$ cat config.mk
export PLATFORM = sky130hd
export DESIGN_NAME = data_stack
export DESIGN_NICKNAME = d
export VERILOG_FILES = /design/src/rtl/data_stack_pkg.sv /design/src/rtl/data_stack_ram.sv /design/src/rtl/data_stack.sv
export SDC_FILE = /design/constraint.sdc
export NUM_CORES = 1
export LEC_CHECK = 0
export BUFFER_PORTS_ARGS = -buffer_cell sky130_fd_sc_hd__buf_2
export CAP_MARGIN = 10
export CELL_PAD_IN_SITES_DETAIL_PLACEMENT = 1
export CELL_PAD_IN_SITES_GLOBAL_PLACEMENT = 1
export CORE_AREA = 10 10 252 254
export CTS_CLUSTER_DIAMETER = 100
export DETAILED_ROUTE_END_ITERATION = 8
export DIE_AREA = 0 0 262 264
export PLACE_DENSITY = 0.7
export SLEW_MARGIN = 20
export SYNTH_ARGS = -nofsm -noshare
export SYNTH_HDL_FRONTEND = slang
export SYNTH_HIERARCHICAL = 1
export SYNTH_SLANG_ARGS = --single-unit
$ cat constraint.sdc
create_clock -name clk -period 4.03 [get_ports clk]
set_input_delay 0.806 -clock clk [delete_from_list [all_inputs] [get_ports clk]]
set_output_delay 0.806 -clock clk [all_outputs]
set_load 0.02 [all_outputs]
$ cat src/rtl/data_stack_pkg.sv
// Shared definitions for the operand stack: op encodings and helpers.
package data_stack_pkg;

    // Stack operation encodings; 6 and 7 are reserved and behave as NOP.
    typedef enum logic [2:0] {
        STK_NOP  = 3'd0,
        STK_PUSH = 3'd1,
        STK_POP  = 3'd2,
        STK_POP2 = 3'd3,
        STK_REP1 = 3'd4,
        STK_REP2 = 3'd5
    } stk_op_e;

    localparam int STK_WIDTH_DEF = 16;
    localparam int STK_DEPTH_DEF = 32;

    // Minimum number of valid entries an op needs before it may proceed.
    function automatic int unsigned op_min_depth(input stk_op_e op);
        case (op)
            STK_POP, STK_REP1:  op_min_depth = 1;
            STK_POP2, STK_REP2: op_min_depth = 2;
            default:            op_min_depth = 0;
        endcase
    endfunction

endpackage

$ cat src/rtl/data_stack_ram.sv
// Stack storage: one synchronous write port, two asynchronous read ports
// (top-of-stack and next-on-stack addresses supplied by the pointer logic).
module data_stack_ram #(
    parameter int WIDTH = 16,
    parameter int DEPTH = 32,
    parameter int AW    = $clog2(DEPTH)
) (
    input  logic             clk_i,
    input  logic             we_i,
    input  logic [AW-1:0]    waddr_i,
    input  logic [WIDTH-1:0] wdata_i,
    input  logic [AW-1:0]    raddr0_i,
    input  logic [AW-1:0]    raddr1_i,
    output logic [WIDTH-1:0] rdata0_o,
    output logic [WIDTH-1:0] rdata1_o
);

    logic [WIDTH-1:0] mem_q [DEPTH];

    // Single write port; contents are deliberately not reset.
    always_ff @(posedge clk_i) begin
        if (we_i) begin
            mem_q[waddr_i] <= wdata_i;
        end
    end

    assign rdata0_o = mem_q[raddr0_i];
    assign rdata1_o = mem_q[raddr1_i];

endmodule

$ cat src/rtl/data_stack.sv
// Operand stack feeding the ALU: tos/nos presented combinationally from
// registered state, one op committed per clock, sticky overflow/underflow.
module data_stack
    import data_stack_pkg::*;
#(
    parameter int WIDTH = STK_WIDTH_DEF,
    parameter int DEPTH = STK_DEPTH_DEF
) (
    input  logic                     clk,
    input  logic                     reset,
    input  logic [2:0]               op,
    input  logic [WIDTH-1:0]         wdata,
    output logic [WIDTH-1:0]         tos,
    output logic [WIDTH-1:0]         nos,
    output logic [$clog2(DEPTH):0]   depth,
    output logic                     empty,
    output logic                     full,
    output logic                     overflow,
    output logic                     underflow
);

    localparam int AW = $clog2(DEPTH);
    localparam int DW = AW + 1;
    localparam logic [DW-1:0] DEPTH_W = DW'(DEPTH);
    localparam logic [DW-1:0] ONE_W   = DW'(1);
    localparam logic [DW-1:0] TWO_W   = DW'(2);
    localparam logic [AW-1:0] ONE_A   = AW'(1);
    localparam logic [AW-1:0] TWO_A   = AW'(2);

    logic [DW-1:0]    depth_q, depth_d;
    logic             ovf_q, ovf_d;
    logic             unf_q, unf_d;

    stk_op_e          op_e;
    logic             has1, has2, has_room, legal;
    logic [AW-1:0]    tos_addr, nos_addr;
    logic             ram_we;
    logic [AW-1:0]    ram_waddr;
    logic [WIDTH-1:0] ram_rd0, ram_rd1;

    assign op_e = stk_op_e'(op);

    // Entry addresses come from the low pointer bits only; when they are
    // not meaningful (depth < 1 or < 2) the read value is masked below.
    assign tos_addr = depth_q[AW-1:0] - ONE_A;
    assign nos_addr = depth_q[AW-1:0] - TWO_A;

    // Occupancy tests and legality of the requested op.
    always_comb begin
        has1     = (depth_q != '0);
        has2     = (depth_q >= TWO_W);
        has_room = (depth_q != DEPTH_W);
        legal    = 1'b1;
        case (op_min_depth(op_e))
            1:       legal = has1;
            2:       legal = has2;
            default: legal = 1'b1;
        endcase
        if (op_e == STK_PUSH) begin
            legal = has_room;
        end
    end

    // Next pointer, flag and write-port control; illegal ops only raise a flag.
    always_comb begin
        depth_d   = depth_q;
        ovf_d     = ovf_q;
        unf_d     = unf_q;
        ram_we    = 1'b0;
        ram_waddr = depth_q[AW-1:0];
        case (op_e)
            STK_PUSH: begin
                if (legal) begin
                    ram_we    = 1'b1;
                    ram_waddr = depth_q[AW-1:0];
                    depth_d   = depth_q + ONE_W;
                end else begin
                    ovf_d = 1'b1;
                end
            end
            STK_POP: begin
                if (legal) begin
                    depth_d = depth_q - ONE_W;
                end else begin
                    unf_d = 1'b1;
                end
            end
            STK_POP2: begin
                if (legal) begin
                    depth_d = depth_q - TWO_W;
                end else begin
                    unf_d = 1'b1;
                end
            end
            STK_REP1: begin
                if (legal) begin
                    ram_we    = 1'b1;
                    ram_waddr = tos_addr;
                end else begin
                    unf_d = 1'b1;
                end
            end
            STK_REP2: begin
                if (legal) begin
                    ram_we    = 1'b1;
                    ram_waddr = nos_addr;
                    depth_d   = depth_q - ONE_W;
                end else begin
                    unf_d = 1'b1;
                end
            end
            default: begin
            end
        endcase
    end

    // Pointer and sticky flags; reset discards all entries.
    always_ff @(posedge clk) begin
        if (reset) begin
            depth_q <= '0;
            ovf_q   <= 1'b0;
            unf_q   <= 1'b0;
        end else begin
            depth_q <= depth_d;
            ovf_q   <= ovf_d;
            unf_q   <= unf_d;
        end
    end

    data_stack_ram #(
        .WIDTH (WIDTH),
        .DEPTH (DEPTH),
        .AW    (AW)
    ) u_ram (
        .clk_i    (clk),
        .we_i     (ram_we && !reset),
        .waddr_i  (ram_waddr),
        .wdata_i  (wdata),
        .raddr0_i (tos_addr),
        .raddr1_i (nos_addr),
        .rdata0_o (ram_rd0),
        .rdata1_o (ram_rd1)
    );

    assign tos       = has1 ? ram_rd0 : '0;
    assign nos       = has2 ? ram_rd1 : '0;
    assign depth     = depth_q;
    assign empty     = !has1;
    assign full      = !has_room;
    assign overflow  = ovf_q;
    assign underflow = unf_q;

endmodule

# Yosys cells after proc, flatten, opt, wreduce, memory -nomap -nowiden
# Memory sizes are Yosys's and may differ from the RTL's.
# Cells that the tools add are included.
dict set report classes {
  mux 16
  add_sub_neg 5
  bitwise_logic 1
  n_eq_ne 11
  reduce_logical 14
  magnitude_cmp 1
}
# operator n
set ops {}
lappend ops {{$eq 32x1->1 const B} 1}
lappend ops {{$eq 32x2->1 const B} 1}
lappend ops {{$mux 16} 2}
lappend ops {{$mux 6} 3}
lappend ops {{$pmux 6 s3} 1}
lappend ops {{$mux 5} 2}
lappend ops {{$pmux 5 s2} 1}
lappend ops {{$add 6x1->6 const B} 1}
lappend ops {{$eq 3x2->1 const B} 2}
lappend ops {{$eq 3x3->1 const B} 2}
lappend ops {{$ge 6x2->1 const B} 1}
lappend ops {{$ne 6x6->1 const B} 1}
lappend ops {{$reduce_bool 6->1} 1}
lappend ops {{$reduce_or 2->1} 3}
lappend ops {{$sub 6x1->6 const B} 1}
lappend ops {{$sub 6x2->6 const B} 1}
lappend ops {{$mux 1} 5}
lappend ops {{$sub 5x1->5 const B} 1}
lappend ops {{$sub 5x2->5 const B} 1}
lappend ops {{$ne 2x2->1 const B} 2}
lappend ops {{$pmux 2 s2} 1}
lappend ops {{$reduce_and 2->1} 2}
lappend ops {{$reduce_and 4->1} 1}
lappend ops {{$reduce_or 4->1} 1}
lappend ops {{8 further kinds} 10}
dict set report totals {
  n_memories 1
  reg_bits 8
  elab_cells 52
  in_bits 21
  mem_bits_rw 512
}
# memory words word_bits rd rd_ports_with_merged_regs wr line
set mem_list {}
lappend mem_list {u_ram.mem_q 32 16 2 0 1 data_stack_ram.sv:18} ;# logic [WIDTH-1:0] mem_q [DEPTH];

# Depth between registers and ports, before layout
dict set report logic_depth {
  ltp_word 11
  depth_mapped 14
  mapped_depth_nobuf 11
}

# Cells and area by module
# Netlist, hierarchy kept.
# mod seq_area_each_um2 area_per_inst_um2 instances cells_each
set by_module_without_submodules {}
lappend by_module_without_submodules {data_stack_ram 15374.7 24796.3 1 1696}
lappend by_module_without_submodules {data_stack 160.2 1305.0 1 182}

# Worst setup path after synthesis
# Ideal clock, no wire load.
dict set report synth_timing {
  path_kind {input to register}
  from {input op[0]}
  to {memory u_ram.mem_q[18][0] (enable)}
  arrival_ns 3.908
  cell_stages 10
  path_buffers 2
  slack_ns -0.266
  setup_time_ns 0.389
  cell_sequence {clkbuf_1 > buf_1 > and2_1 > inv_1 > ha_1 > nor2_1 > a311o_1 > o21ai_0 > or3b_2 > nor2_1}
}
dict set report synth_via {
  word_cells_on_any_way 21
}
# item line
set synth_rtl {}
lappend synth_rtl {{start: declaration} data_stack.sv:11} ;# input logic [2:0] op,
lappend synth_rtl {{$eq 3x3->1 or $eq 3x2->1 (tied branches)} {data_stack_pkg.sv:19, data_stack.sv:71}}
lappend synth_rtl {{$reduce_or 2->1} data_stack_pkg.sv:19} ;# case (op)
lappend synth_rtl {{$pmux 2 s2} data_stack_pkg.sv:19}
lappend synth_rtl {{$eq 32x2->1 or $eq 32x1->1 (tied branches)} data_stack.sv:54} ;# case (op_min_depth(op_e))
lappend synth_rtl {{$pmux 1 s2} data_stack.sv:54}
lappend synth_rtl {{$mux 1} data_stack.sv:59} ;# if (op_e == STK_PUSH) begin
lappend synth_rtl {{$mux 5, on equally long branches} {data_stack.sv:104, data_stack.sv:96}}
lappend synth_rtl {{$pmux 5 s2 *} data_stack.sv:71} ;# case (op_e)
lappend synth_rtl {{net ram_waddr[4]} data_stack.sv:38} ;# logic [AW-1:0] ram_waddr;
lappend synth_rtl {{end: declaration} data_stack_ram.sv:18}
# The timed path passes the listed nets; every way through them passes the cells marked *.

# Worst setup path after layout
dict set report layout_timing {
  from {register depth_q[1] (netlist: depth[1])}
  to {output nos[15]}
}
dict set report layout_via {
  elab_chain_len 3
  word_cells_on_any_way 4
}
# item line
set layout_lines {}
lappend layout_lines {{start: declaration} data_stack.sv:30} ;# logic [DW-1:0] depth_q, depth_d;
lappend layout_lines {{start signal: assignment} data_stack.sv:124} ;# depth_q <= depth_d;
lappend layout_lines {{$sub 5x2->5} data_stack.sv:46} ;# assign nos_addr = depth_q[AW-1:0] - TWO_A;
lappend layout_lines {{net nos_addr[1]} data_stack.sv:36} ;# logic [AW-1:0] tos_addr, nos_addr;
lappend layout_lines {{$mem_v2 32x16} n/a}
lappend layout_lines {{net ram_rd1[15]} data_stack.sv:39} ;# logic [WIDTH-1:0] ram_rd0, ram_rd1;
lappend layout_lines {{$mux 16} data_stack.sv:146} ;# assign nos = has2 ? ram_rd1 : '0;
lappend layout_lines {{end: declaration} data_stack.sv:14} ;# output logic [WIDTH-1:0] nos,
# The timed path passes the listed nets, and every way through them passes these cells.

==> impl_metrics.env <==
export IMPL_status="finished clean"
export IMPL_clk_pin_slew_ps=60
export IMPL_grt_total_usage=0.238
export IMPL_final_nets=2038
export IMPL_synth_largest_area_cell="edfxtp_1"
export IMPL_path_max_fanout=39
export IMPL_fin_util=0.526
export IMPL_hold_viol_final=0
export IMPL_rows=89
export IMPL_vdd_drop_max_v=0.000400
export IMPL_routed_wl_mm=84.6
export IMPL_ys_warn_count=6
export IMPL_critPathRequiredTime_ps=3220
export IMPL_min_period_ps=4020
export IMPL_synth_seq_cells=520
export IMPL_layout_drive_gt1_share=0.202
export IMPL_top_layer_used="met4"
export IMPL_cpPeakStageDelay_ps=600
export IMPL_wl_met3_mm=5.68
export IMPL_core_area_um2=58500
export IMPL_rsz0062_at_grt="true"
export IMPL_totalPowerFinal_mw=19.9
export IMPL_grt_pass1_wl_mm=123
export IMPL_arrival_ps=3210
export IMPL_avgSynthCellArea_um2=13.9
export IMPL_p_per_area_nw_per_um2=648
export IMPL_htree_levels=2
export IMPL_max_clock_freq_ghz=0.249
export IMPL_cp_common_cell="buf_4"
export IMPL_antenna_left=0
export IMPL_synth_edff_count=512
export IMPL_cts_buffers=56
export IMPL_synth_top_flop_cell="edfxtp_1"
export IMPL_io_pins=63
export IMPL_synth_nets=1910
export IMPL_drt_iter0_markers=1485
export IMPL_synth_top_cell_area_share=0.589
export IMPL_final_common_cell="edfxtp_1"
export IMPL_worstSkewPairLatency_ps=620
export IMPL_gr_total_overflow=0
export IMPL_wl_met1_mm=34.6
export IMPL_startpoint_type="flip-flop"
export IMPL_setup_viol=0
export IMPL_dr_wl_met2_mm=41.5
export IMPL_area_growth_pct=17.9
export IMPL_cts_tree="yes"
export IMPL_tightest_slew_ps=758
export IMPL_drv_slew=0
export IMPL_grt_max_degree=59
export IMPL_synthCells=1878
export IMPL_final_cell_mix="edfxtp_1 (512), mux2i_1 (511), a22oi_1 (128)"
export IMPL_synth_area_um2=26100
export IMPL_antenna_found_initial=4
export IMPL_ys_seq_area_frac=0.595
export IMPL_numPortBuffers=62
export IMPL_maxCapViolCount=0
export IMPL_synth_area_leaders="edfxtp_1 (59%), mux2i_1 (20%), a22oi_1 (3.7%)"
export IMPL_dieArea_um2=69200
export IMPL_relSlewSlack=0.489
export IMPL_die_h_um=264
export IMPL_path_cells="clkinv_8, buf_4, mux2i_1, a22o_1, nor3_1, a31oi_1, buf_4, nand3_1, and2_1, buf_2"
export IMPL_cts_sinks=520
export IMPL_grt_pass1_vias=18600
export IMPL_path_class="reg2out"
export IMPL_vias_per_cell=6.26
export IMPL_gp_congestion=0.850
export IMPL_clock_path_buffers=3
export IMPL_cts_root_buf="clkbuf_16"
export IMPL_yosysUniqueCellTypes=50
export IMPL_hold_path_class="reg2reg"
export IMPL_fin_crit_sh=0.998
export IMPL_die_w_um=262
export IMPL_cts_hold_buf=0
export IMPL_async_flop_share=0
export IMPL_slowest_stage="buf_4"
export IMPL_vias=17700
export IMPL_initial_core_util=0.446
export IMPL_place_hpwl_mm=53.5
export IMPL_drc=0
export IMPL_worst_setup_path_end_kind="primary output"
export IMPL_wl_per_cell_um=29.9
export IMPL_skew_ps=27.8
export IMPL_dr_pass1_iters=5
export IMPL_p_leak_nw=13.0
==> state kept, by name, summed over array words and instances (netlist names) <==
register	cells
underflow	1
u_ram/mem_q	512
overflow	1
depth	6
==> layer usage <==
layer / vias up / global-route usage
met5: - / 0
met4: 0 / 0.0811
met3: 142 / 0.0378
met2: 696 / 0.400
met1: 9203 / 0.309
li1: 7661 / -
==> metrics by stage <==
stage	setup slack, ps	instances	hold slack [ps]	area (um^2)	setup TNS, ps
floorplan	-240	1878	570	26200	-41890
global placement	103	2694	477	28000	0
detailed placement	-64.5	2694	488	28000	-989
CTS	0.533	2819	478	30500	0
global route	-57.0	2827	532	30800	-148
finish	9.92	2829	484	30800	0
==> synth_stat cells (all sizes together) (2+ instances only) <==
cell      n
a22oi   129
mux2i   514
o31ai     2
xnor2     4
nor4      2
a21o      2
o21ai    15
or2       6
nand3    68
a31oi    34
nor2b     6
a22o     64
buf     121
clkbuf   24
nand3b    9
or3b      3
inv      10
and3b     2
and2     35
nor3     35
nand2    71
nand2b    6
a211oi    2
edfxtp  512
ha       10
nand4    33
nor2     54
dfxtp     8
a21oi    73
nor3b     2
or3       4
xor2      7
a41oi     2
==> repair_timing <==
| item | CTS | global route |
|---|---|---|
| pin swaps | 2 | 9 |
| endpoints found under the setup margin | 32 | 31 |
| setup buffers | 12 | 7 |
| resized for setup | 67 | 35 |
| gates cloned | 7 | 1 |
==> worst max-delay path: cells and delay by family (launching register included) <==
family	cells	cell delay (ps)
AOI/OAI and AO/OA	2	340
buffers and inverters	4	1020
DFF	1	360
muxes	1	240
and+or+nand+nor	3	630
==> area by class of cell <==
| class | instances | area [um^2] |
|---|---|---|
| clock buffer | 68 | 1490 |
| tap | 773 | 967 |
| multi-input combinational | 1203 | 10000 |
| antenna | 2 | 5.00 |
| inverter | 10 | 68.8 |
| sequential | 520 | 15500 |
| timing repair buffer | 215 | 2360 |
| fill | 5622 | 27700 |
| clock inverter | 38 | 344 |
==> power by group <==
part	internal, mW	switching [mW]
Combinational	3.35	5.38
Sequential	6.01	0.0454
Clock	3.00	2.16
==> worst paths after layout <==
| kind | cells past startpoint | endpoint | startpoint | slack [ps] |
|---|---|---|---|---|
| worst max-delay path | 10 | nos[15] | depth[1] | 10 |
| worst min-delay path | 2 | overflow | overflow | 480 |
| worst min register to register | 2 | overflow | overflow | 480 |
| worst max register to register | 8 | u_ram/mem_q[16][2] | depth[3] | 410 |
==> cells by family after synthesis <==
| group | share of synthesized area |
|---|---|
| AND/OR/NAND/NOR | 0.0654 |
| buffers and inverters | 0.0432 |
| flip-flops | 0.595 |
| XOR/XNOR | 0.00369 |
| multiplexers | 0.197 |
| adder cells (fa/ha/maj) | 0.00556 |
| AO/OA/AOI/OAI | 0.0899 |
Power figures use the tool's default switching activity.
